<file path="config.mk">
export PLATFORM = sky130hd
export DESIGN_NAME = router_mem_arbiter
export DESIGN_NICKNAME = d
export VERILOG_FILES = /design/src/rtl/router_pkg.sv /design/src/rtl/router_burst_agen.sv /design/src/rtl/router_mem_arbiter.sv
export SDC_FILE = /design/constraint.sdc
export NUM_CORES = 1
export LEC_CHECK = 0
export ABC_AREA = 1
export CAP_MARGIN = 40
export CORE_AREA = 2 2 117 119
export DETAILED_ROUTE_END_ITERATION = 10
export DIE_AREA = 0 0 119 121
export PLACE_DENSITY = 0.59
export SYNTH_ARGS = -nofsm -noshare
export SYNTH_HDL_FRONTEND = slang
export SYNTH_SLANG_ARGS = --single-unit
export TNS_END_PERCENT = 10
</file>
<file path="constraint.sdc">
create_clock -name clk -period 3.1 [get_ports clk]
set_input_delay 0.62 -clock clk [delete_from_list [all_inputs] [get_ports clk]]
set_output_delay 0.62 -clock clk [all_outputs]
set_load 0.005 [all_outputs]
</file>
<file path="src/rtl/router_pkg.sv">
// router_pkg: shared state type and default sizes for the router datapath
// (router_controller, router_mem_arbiter and the packet memory agree on these).
package router_pkg;

  localparam int DEF_AURORA_DATA_WIDTH = 64;
  localparam int DEF_ADDR_WIDTH        = 10;
  localparam int DEF_NUMBER_PACKET     = 19;

  // Arbiter FSM states.
  typedef enum logic [1:0] {
    IDLE     = 2'd0,
    RD_BURST = 2'd1,
    WR_BURST = 2'd2
  } arb_state_t;

  // Encoding of the last granted side for round-robin arbitration.
  localparam logic RR_READ  = 1'b0;
  localparam logic RR_WRITE = 1'b1;

endpackage

</file>
<file path="src/rtl/router_burst_agen.sv">
// router_burst_agen: loadable wrapping address counter plus beat counter.
// load captures the base and clears the beat count; step advances both.
// last flags the final beat of a NUMBER_PACKET-beat burst.
module router_burst_agen
  import router_pkg::*;
#(
  parameter int ADDR_WIDTH    = DEF_ADDR_WIDTH,
  parameter int NUMBER_PACKET = DEF_NUMBER_PACKET
) (
  input  logic                  clk,
  input  logic                  rst,
  input  logic                  load,
  input  logic [ADDR_WIDTH-1:0] base,
  input  logic                  step,
  output logic [ADDR_WIDTH-1:0] addr,
  output logic                  last
);

  localparam int BEAT_W = $clog2(NUMBER_PACKET + 1);
  localparam logic [BEAT_W-1:0] LAST_BEAT = BEAT_W'(NUMBER_PACKET - 1);

  logic [ADDR_WIDTH-1:0] addr_q, addr_d;
  logic [BEAT_W-1:0]     beat_q, beat_d;

  // Next counter values: load has priority over step; address wraps naturally.
  always_comb begin
    addr_d = addr_q;
    beat_d = beat_q;
    if (load) begin
      addr_d = base;
      beat_d = '0;
    end else if (step) begin
      addr_d = addr_q + ADDR_WIDTH'(1);
      beat_d = beat_q + BEAT_W'(1);
    end
  end

  // Counter registers, cleared by synchronous reset.
  always_ff @(posedge clk) begin
    if (rst) begin
      addr_q <= '0;
      beat_q <= '0;
    end else begin
      addr_q <= addr_d;
      beat_q <= beat_d;
    end
  end

  assign addr = addr_q;
  assign last = (beat_q == LAST_BEAT);

endmodule

</file>
<file path="src/rtl/router_mem_arbiter.sv">
// router_mem_arbiter: shares the single-port packet memory between the read
// requester and the write requester, running fixed NUMBER_PACKET-beat bursts.
// Optional feature macro: ARB_ROUND_ROBIN_EN (round-robin on simultaneous
// requests); when undefined, read has fixed priority.
//
// Handshake: a read beat happens in RD_BURST whenever rd_ready is high; the
// data appears on rd_data with rd_valid one cycle later. A write beat happens
// in WR_BURST whenever wr_valid is high (wr_ready is high for the whole burst).
// Requests are level signals sampled only in IDLE; grants are 1-cycle pulses.
module router_mem_arbiter
  import router_pkg::*;
#(
  parameter int AURORA_DATA_WIDTH = DEF_AURORA_DATA_WIDTH,
  parameter int ADDR_WIDTH        = DEF_ADDR_WIDTH,
  parameter int NUMBER_PACKET     = DEF_NUMBER_PACKET
) (
  input  logic                         clk,
  input  logic                         rst,
  input  logic                         read_req,
  input  logic [ADDR_WIDTH-1:0]        arbiter_src_addr,
  output logic                         read_gnt,
  input  logic                         write_req,
  input  logic [ADDR_WIDTH-1:0]        arbiter_dst_addr,
  output logic                         write_gnt,
  input  logic                         rd_ready,
  output logic [AURORA_DATA_WIDTH-1:0] rd_data,
  output logic                         rd_valid,
  output logic                         rd_done,
  input  logic [AURORA_DATA_WIDTH-1:0] wr_data,
  input  logic                         wr_valid,
  output logic                         wr_ready,
  output logic                         wr_done,
  output logic                         mem_en,
  output logic                         mem_we,
  output logic [ADDR_WIDTH-1:0]        mem_addr,
  output logic [AURORA_DATA_WIDTH-1:0] mem_wdata,
  input  logic [AURORA_DATA_WIDTH-1:0] mem_rdata,
  output arb_state_t                   dbg_state_o
);

  arb_state_t            state_q, state_d;
  logic                  grant_rd, grant_wr;
  logic                  rd_beat, wr_beat;
  logic [ADDR_WIDTH-1:0] cur_addr;
  logic                  last_beat;
  logic read_gnt_q, write_gnt_q, rd_valid_q, rd_done_q, wr_ready_q, wr_done_q;

`ifdef ARB_ROUND_ROBIN_EN
  logic rr_last_q, rr_last_d;
`endif

  // Arbitration in IDLE, beat qualification in the burst states, next state.
  always_comb begin
    state_d  = state_q;
    grant_rd = 1'b0;
    grant_wr = 1'b0;
    rd_beat  = 1'b0;
    wr_beat  = 1'b0;
    case (state_q)
      IDLE: begin
        if (read_req && write_req) begin
`ifdef ARB_ROUND_ROBIN_EN
          if (rr_last_q == RR_WRITE) grant_rd = 1'b1;
          else                       grant_wr = 1'b1;
`else
          grant_rd = 1'b1;
`endif
        end else begin
          grant_rd = read_req;
          grant_wr = write_req;
        end
        if (grant_rd)      state_d = RD_BURST;
        else if (grant_wr) state_d = WR_BURST;
      end
      RD_BURST: begin
        rd_beat = rd_ready;
        if (rd_ready && last_beat) state_d = IDLE;
      end
      WR_BURST: begin
        wr_beat = wr_valid;
        if (wr_valid && last_beat) state_d = IDLE;
      end
      default: state_d = IDLE;
    endcase
  end

`ifdef ARB_ROUND_ROBIN_EN
  // Remember which side won most recently.
  always_comb begin
    rr_last_d = rr_last_q;
    if (grant_rd)      rr_last_d = RR_READ;
    else if (grant_wr) rr_last_d = RR_WRITE;
  end

  // Round-robin history; resets to write so read wins the first tie.
  always_ff @(posedge clk) begin
    if (rst) rr_last_q <= RR_WRITE;
    else     rr_last_q <= rr_last_d;
  end
`endif

  router_burst_agen #(
    .ADDR_WIDTH    (ADDR_WIDTH),
    .NUMBER_PACKET (NUMBER_PACKET)
  ) u_agen (
    .clk  (clk),
    .rst  (rst),
    .load (grant_rd | grant_wr),
    .base (grant_rd ? arbiter_src_addr : arbiter_dst_addr),
    .step (rd_beat | wr_beat),
    .addr (cur_addr),
    .last (last_beat)
  );

  // FSM state and registered status outputs.
  always_ff @(posedge clk) begin
    if (rst) begin
      state_q     <= IDLE;
      read_gnt_q  <= 1'b0;
      write_gnt_q <= 1'b0;
      rd_valid_q  <= 1'b0;
      rd_done_q   <= 1'b0;
      wr_ready_q  <= 1'b0;
      wr_done_q   <= 1'b0;
    end else begin
      state_q     <= state_d;
      read_gnt_q  <= grant_rd;
      write_gnt_q <= grant_wr;
      rd_valid_q  <= rd_beat;
      rd_done_q   <= rd_beat & last_beat;
      wr_ready_q  <= (state_d == WR_BURST);
      wr_done_q   <= wr_beat & last_beat;
    end
  end

  // Memory strobes are combinational so a beat reaches memory in its own cycle;
  // address and data are zeroed when no access is made.
  assign mem_en    = rd_beat | wr_beat;
  assign mem_we    = wr_beat;
  assign mem_addr  = (rd_beat | wr_beat) ? cur_addr : '0;
  assign mem_wdata = wr_beat ? wr_data : '0;

  assign read_gnt    = read_gnt_q;
  assign write_gnt   = write_gnt_q;
  assign rd_valid    = rd_valid_q;
  assign rd_done     = rd_done_q;
  assign rd_data     = rd_valid_q ? mem_rdata : '0;
  assign wr_ready    = wr_ready_q;
  assign wr_done     = wr_done_q;
  assign dbg_state_o = state_q;

endmodule

</file>
# --- Word level (Yosys, flattened, before mapping) ---
# Cells that the tools add are included.
totals:
  reg_bits: 23
  latch_bits: 0
  mem_bits_rw: 0
  rom_bits: 0
  memories: 0
op_classes:
  add_sub_neg: 2
  n_mul: 0
  n_div: 0
  magnitude_cmp: 0
  eq_ne: 4
  shifts: 0
  muxes: 19
  bitwise: 4
  n_reduce_logical: 6
ops:
  columns: ["cell", "count"]
  rows:
  - ["64-bit 2-to-1 mux", 2]
  - ["10-bit 2-to-1 mux", 4]
  - ["10-bit by 1-bit adder with 10-bit output, second input constant", 1]
  - ["1-bit 2-to-1 mux", 8]
  - ["2-bit 2-to-1 mux", 4]
  - ["2-bit one-hot mux with 3 select lines", 1]
  - ["5-bit by 1-bit adder with 5-bit output, second input constant", 1]
  - ["5-bit == test, second input constant", 1]
  - ["2-bit == test, second input constant", 2]
  - ["1-bit logical AND", 3]
  - ["1-bit AND", 2]
  - ["2-bit by 1-bit == test with 1-bit output, second input constant", 1]
  - ["2-bit zero test", 1]
  - ["1-bit bitwise OR", 2]
  - ["2-bit nonzero test", 1]
  - ["2-bit OR reduction", 1]

# --- Longest topological paths before layout ---
# Gate-level depths: netlist (run 1).
logic_depth:
  ltp_word: 7
  mapped_depth: 8
  mapped_depth_nobuf: 8

# --- By module ---
# From an unflattened synthesis (run 1), not the netlist that was laid out.
unflattened:
  cells_unflattened: 475
  hier_area_um2: 2403.6
by_module_without_submodules:
  columns: ["module", "n_inst", "cells_each", "area_per_inst_um2"]
  rows:
  - ["router_mem_arbiter", 1, 349, 1539.0]
  - ["router_burst_agen", 1, 126, 864.6]

# --- Worst setup path after synthesis (run 1) ---
# Ideal clock, no wire load.
synth_timing:
  kind: "in2out"
  startpoint: "input wr_valid"
  endpoint: "output mem_wdata[54]"
  t_arrival_ns: 1.164
  t_required_ns: 2.480
  slack_ns: 1.316
  cell_stages: 4
  cell_sequence: "nand3_4 > buf_4 > buf_2 > nor2_1"
synth_via:
  elab_chain_cells: 2
synth_lines:
  columns: ["element", "line", "source"]
  rows:
  - ["start, declared", "router_mem_arbiter.sv:30", "input logic wr_valid,"]
  - ["1-bit 2-to-1 mux", "router_mem_arbiter.sv:59", "case (state_q)"]
  - ["64-bit 2-to-1 mux", "router_mem_arbiter.sv:141", "assign mem_wdata = wr_beat ? wr_data : '0;"]
  - ["end, declared", "router_mem_arbiter.sv:36", "output logic [AURORA_DATA_WIDTH-1:0] mem_wdata,"]
# Every way passes these cells.

# --- Worst setup path after layout (run 1) ---
layout_timing:
  startpoint: "input wr_valid"
  endpoint: "output mem_wdata[45]"
# The elaborated chain is that of the path after synthesis.

==> metrics.cfg, run 1 <==
[logic_synthesis]
synth.net_count=633
synth.cell_area_mm2=0.00247
ys_warn_count=0
synth-simple-area-share_pct=45.1
synth_top_cell_by_area=inv_1
synth.ff_latch_count=23
synthesis.instances=476
post_synth_xor_area_fraction_pct=0.355
synth.avg_cell_area_um2=5.18
synth_cell_type_count=37
synth_compound_area_share_pct=6.34
synth_top_family_by_area=simple AND/OR/NAND/NOR gates
post_synth_mux_area_share_pct=0
synth.top_cells.by_area=inv_1, dfxtp_1, nand2_1
yosysSeqAreaShare_pct=18.7
post-synth-top-area-fraction_pct=21.9
synth-adder-area-share_pct=1.52

[clock_tree]
tritoncts_clock_tree=built
cts-buffers-inserted=3
clkLatencyLatePin_ns=0.26
max-clock-path-buffers=2
cts_setup_buffers=0
cts-hold-fix-buffers=0
cts_clock_pin_slew_for_the_worst_setup_and_hold_paths_ns=0.06
htree_num_levels=1
ctsRootBufferMaster=clkbuf_16
cts_num_sinks=23
ctsResizeCount=0

[layout]
filler_cell_count=1309
insertedDiodeCount=0
layout.cells.most_common=clkdlybuf4s50_1
design.final.nets=925
final_area_mm2=0.00571
layout_common_cells=clkdlybuf4s50_1, inv_1, nand2_1, nor2_1, nand3_1
layout-area-overhead-vs-synth_pct=131
drive_above_1_share_pct=4.95

[timing]
fmaxAchievable_mhz=344
final-setup-viol-count=0
grt_setup_unrepaired=no
worst_slew_margin_rel_pct=64.3
max_slew.worst_pin.slew_ns=0.535
hold_ws_ns=0.496
finClkSkew_ns=0.00371
final_min_period_over_clock_period_pct=93.8
finalCriticalPeriod_ns=2.91
finalSetupTns_ns=0
timing_max_transition_violations_final=0
finalHoldViolCount=0

[setup_path]
worstPathMaxFanout=46
worstSetupEndpointType=output port
cp_data_required_time_ns=2.48
timing.setup.critical_path_class=in2out
timing.critical_path.from_type=primary input
critPathArrivalTime_ns=2.29

[global_route]
globalRoute.totalOverflow=0
grt_first_pass_wirelength_um=18800
vias_in_the_first_global_route=3445
track_usage_pct=16.5
grt_antenna_before_repair=0
largest_net_degree_at_the_start_of_global_routing=47

[floorplanning]
die_area_mm2=0.0144
initial_core_util_pct=18.9
fp.coreArea_mm2=0.0131
die_width_um=119
rows=42
design.portCount=302
die_h_um=121

[power_and_ir_drop]
total_power_mw=1.18
vdd_ir_drop_max_mv=0.214
power_per_cell_area_mw_per_mm2=206
p_leak_nw=2.92

[outcome]
status=completed

[route]
avgViaCountPerCell=3.86
ant_nets=0
detail_route.wirelength_um=12600
drc_errors=0
drt_pre_antenna_iters=4
drt_iter0_markers=124
detail_route.wl_per_cell_um=13.3
vias=3636

[placed_design]
placed_instance_area_mm2=0.00563
port-buffer-count=301
dpl.hpwl_um=10900
gp_routability_congestion=0.906

[worst_hold_path]
holdCritPathClass=reg2reg

[run]
maxCapViolations=0

-- registers in the layout (all words and copies together) (netlist names) --
| name | flops |
|---|---|
| wr_done | 1 |
| rd_valid | 1 |
| u_agen.addr | 10 |
| dbg_state_o | 2 |
| read_gnt | 1 |
| rd_done | 1 |
| wr_ready | 1 |
| write_gnt | 1 |
| u_agen.beat_q | 5 |
-- synth_stat cells --
cell / number
o21ai_4: 1
buf_12: 1
buf_8: 1
buf_6: 1
o21ai_2: 1
buf_4: 1
inv_2: 4
inv_1: 144
buf_2: 7
inv_6: 2
ha_1: 3
nor3_2: 1
o22ai_2: 1
nand2_1: 119
nor3_1: 1
o21ai_0: 3
nor4_1: 1
nand2_4: 2
nand2_2: 3
and2_1: 1
xnor2_1: 1
nor2_4: 2
dfxtp_1: 23
nand3_1: 24
o21ai_1: 6
nor2_2: 1
a21oi_2: 5
nand3_2: 1
or2_2: 2
nor2_1: 93
nand2_8: 1
and3_1: 1
clkinv_1: 1
a21oi_1: 6
nand3b_1: 2
nand3_4: 2
clkbuf_1: 7
-- layer usage --
layer / GRT usage (%) / share of wire (%)
met4: 3.05 / 0.99
met1: 19.3 / 41
met2: 29.7 / 49
met3: 5.17 / 8.8
met5: 0 / 0
-- report_power, final --
| part | total [mW] | internal [mW] | switching, mW |
|---|---|---|---|
| registers | 0.355 | 0.322 | 0.0333 |
| clock network | 0.287 | 0.175 | 0.112 |
| logic | 0.537 | 0.322 | 0.215 |
| total | 1.18 | 0.819 | 0.360 |
-- worst max-delay path: stages --
cell             delay (ns)
clkdlybuf4s50_1        0.53
nand3_4                0.12
buf_4                  0.30
nor2_1                 0.16
clkdlybuf4s50_1        0.54
-- worst paths after layout --
path / from / endpoint / slack (ns) / cells past startpoint
setup reg to reg: dbg_state_o[0] / u_agen.addr[4] / 1.57 / 6
setup / recovery: wr_valid / mem_wdata[45] / 0.19 / 5
hold reg to reg: u_agen.beat_q[4] / u_agen.beat_q[4] / 0.50 / 2
hold / removal: u_agen.beat_q[4] / u_agen.beat_q[4] / 0.50 / 2
-- through the flow --
stage	instances	util [%]	worst slack [ns]
floorplan	476	-	1.32
global placement	939	43.0	0.216
detailed placement	939	43.0	0.181
CTS	943	43.7	0.174
global route	943	43.7	0.0858
finish	943	43.7	0.194
-- cell type report --
class	count	area, um2	share of cell area, %
Sequential cell	23	462	8.08
Tap cell	176	220	3.86
Clock inverter	1	7.51	0.131
Clock buffer	3	75.1	1.31
Multi-Input combinational cell	284	1320	23.0
Inverter	151	577	10.1
Timing Repair Buffer	305	3060	53.5
-- cell families after synthesis --
logic type | after synthesis
AOI/OAI and AO/OA | 23
xor gates and xnor gates | 1
adders and majority gates | 3
DFF | 23
and+or+nand+nor | 257
buffers and inverters | 169
Note: power is estimated with default switching activity, not from simulation.
==> run 2, diff against run 1 <==
Settings changed: CELL_PAD_IN_SITES_DETAIL_PLACEMENT set to 1, CELL_PAD_IN_SITES_GLOBAL_PLACEMENT set to 2, CORE_AREA 2 2 117 119 to unset, CORE_MARGIN set to 1, CORE_UTILIZATION set to 11, DIE_AREA 0 0 119 121 to unset, PLACE_DENSITY 0.59 to 0.84.
==> run 2 against run 1 <==
Wire length is 6.7% higher. Non-clock buffer count is 1 higher. First-iteration DRC count is 48% lower. Cell area is 2.7% higher. Power is 1.3% higher. Fmax is 2.3% higher. Register-to-register slack worse by 0.03 ns. Clock power is 2% higher. Highest routed layer unchanged.
==> metrics.cfg, run 2 (same netlist as run 1, synthesis figures left out) <==
[placed_design]
gp_routability_congestion=0.767  ; was 0.906
dpl.hpwl_um=11800  ; was 10900 um
port-buffer-count=301  ; unchanged

[layout]
final_util_pct=26.8  ; was 43.7%
largest_reg_flops=10  ; unchanged
layout-area-overhead-vs-synth_pct=138  ; was 131%
design.final.nets=926  ; was 925
layout.cells.most_common=clkdlybuf4s50_1  ; unchanged
drive_above_1_share_pct=5.08  ; was 4.95%
layout_common_cells=clkdlybuf4s50_1, inv_1, nand2_1, nor2_1, nand3_1  ; unchanged

[clock_tree]
cts-hold-fix-buffers=0  ; unchanged
tritoncts_clock_tree=built  ; unchanged
clkLatencyLatePin_ns=0.26  ; about the same
cts-buffers-inserted=3  ; unchanged
htree_num_levels=1  ; unchanged
cts_setup_buffers=0  ; unchanged
ctsResizeCount=0  ; unchanged
cts_num_sinks=23  ; unchanged
cts_clock_pin_slew_for_the_worst_setup_and_hold_paths_ns=0.07  ; was 0.06 ns
max-clock-path-buffers=2  ; unchanged
ctsRootBufferMaster=clkbuf_16  ; unchanged

[timing]
finalCriticalPeriod_ns=2.84  ; was 2.91 ns
timing_max_transition_violations_final=0  ; unchanged
grt_setup_unrepaired=no  ; unchanged
worst_slew_margin_rel_pct=64.7  ; was 64.3%
final-setup-viol-count=0  ; unchanged
finalSetupTns_ns=0  ; unchanged
finClkSkew_ns=0.00540  ; was 0.00371 ns
finalHoldViolCount=0  ; unchanged
fmaxAchievable_mhz=352  ; was 344 MHz
final_min_period_over_clock_period_pct=91.6  ; was 93.8%
max_slew.worst_pin.slew_ns=0.529  ; was 0.535 ns

[global_route]
grt_first_pass_wirelength_um=19400  ; was 18800 um
vias_in_the_first_global_route=3644  ; was 3445
globalRoute.totalOverflow=0  ; unchanged
grt_antenna_before_repair=1  ; was 0
track_usage_pct=10.9  ; was 16.5%
largest_net_degree_at_the_start_of_global_routing=66  ; was 47

[route]
detail_route.wl_per_cell_um=12.8  ; was 13.3 um
drt_pre_antenna_iters=4  ; unchanged
drc_errors=0  ; unchanged
avgViaCountPerCell=3.53  ; was 3.86
detail_route.wirelength_um=13400  ; was 12600 um
vias=3711  ; was 3636
drt_iter0_markers=65  ; was 124
ant_nets=0  ; unchanged

[floorplanning]
die_width_um=152  ; was 119 um
die_area_mm2=0.0230  ; was 0.0144 mm2
die_h_um=152  ; was 121 um
design.portCount=302  ; unchanged
rows=54  ; was 42
initial_core_util_pct=11.3  ; was 18.9%
fp.coreArea_mm2=0.0219  ; was 0.0131 mm2

[setup_path]
worstSetupEndpoint=mem_wdata[42]  ; was mem_wdata[45]
critPathArrivalTime_ns=2.22  ; was 2.29 ns
crit-reg2reg-launch=dbg_state_o[0]  ; unchanged
timing.critical_path.from_type=primary input  ; unchanged
cp_data_required_time_ns=2.48  ; about the same
timing.reg2reg.worst_path_depth=8  ; was 6
timing.setup.critical_path_class=in2out  ; unchanged
critical_path.reg2reg.endpoint=u_agen.addr[6]  ; was u_agen.addr[4]
worst-r2r-setup-slack_ns=1.54  ; was 1.57 ns
worstPathMaxFanout=65  ; was 46
worstSetupEndpointType=output port  ; unchanged
crit_path_start=wr_valid  ; unchanged

[run]
maxCapViolations=0  ; unchanged

[power_and_ir_drop]
vdd_ir_drop_max_mv=0.153  ; was 0.214 mV
power_per_cell_area_mw_per_mm2=204  ; was 206 mW/mm2
p_leak_nw=2.94  ; was 2.92 nW

[outcome]
status=completed  ; unchanged

[worst_hold_path]
holdCritPathClass=reg2reg  ; unchanged

run 2: cell count changes in the layout (fill, tap and decap cells not counted):
cell | before | now
diode_2 | 0 | 2
buf_12 | 1 | 2
run 2: routing by layer:
layer | track usage (%) | part of all wire (%) | up-vias
li1 | - | - | 1917
met2 | 21.4 | 51 | 164
met1 | 12.1 | 40 | 1620
met3 | 1.92 | 8.1 | 10
met5 | 0 | 0 | -
met4 | 1.98 | 1.2 | 0
run 2: layout make-up:
cell class	count	area [um2]
fillers	2727	16000
repair buffers	306	3080
multi-input cells	284	1320
inverters	151	577
flip-flops and latches	23	462
well taps	280	350
clock buffers	3	75.1
clock inverters	1	7.51
diodes	2	5.00
run 2: how the worst min path moves through the flow:
stage,start,cells past startpoint,end
finish,u_agen.beat_q[4],2,u_agen.beat_q[4]
global route,u_agen.beat_q[4],2,u_agen.beat_q[4]
CTS,u_agen.beat_q[4],2,u_agen.beat_q[4]
detailed placement,u_agen.beat_q[4],2,u_agen.beat_q[4]
global placement,u_agen.beat_q[0],2,u_agen.beat_q[0]
floorplan,u_agen.beat_q[4],2,u_agen.beat_q[4]
run 2: stage by stage:
stage,cells,power [mW],area [um2],hold WS [ns],worst slack [ns]
2_1_floorplan,476,0.566,2470,0.467,1.32
3_3_place_gp,1044,0.907,5780,0.491,0.230
3_5_place_dp,1044,0.914,5780,0.507,0.224
4_1_cts,1048,1.22,5860,0.517,0.219
5_1_grt,1049,1.28,5860,0.532,0.163
6_report,1050,1.19,5870,0.506,0.260
run 2: power breakdown:
| part | internal, mW | leakage (nW) | switching (mW) |
|---|---|---|---|
| Combinational | 0.323 | 2.71 | 0.224 |
| Clock | 0.175 | 0.0371 | 0.118 |
| Sequential | 0.322 | 0.189 | 0.0326 |
| Total | 0.820 | 2.94 | 0.374 |
run 2: critical path, cell delays in order:
cell and delay (ns):
clkdlybuf4s50_1 0.53, nand3_4 0.13, buf_12 0.23, nor2_1 0.18
clkdlybuf4s50_1 0.52
==> run 3, diff against run 2 <==
Settings changed: CAP_MARGIN 40 to 20.
==> results of run 3 <==
No change in the layout: final DEF, timing and power equal those of run 2.
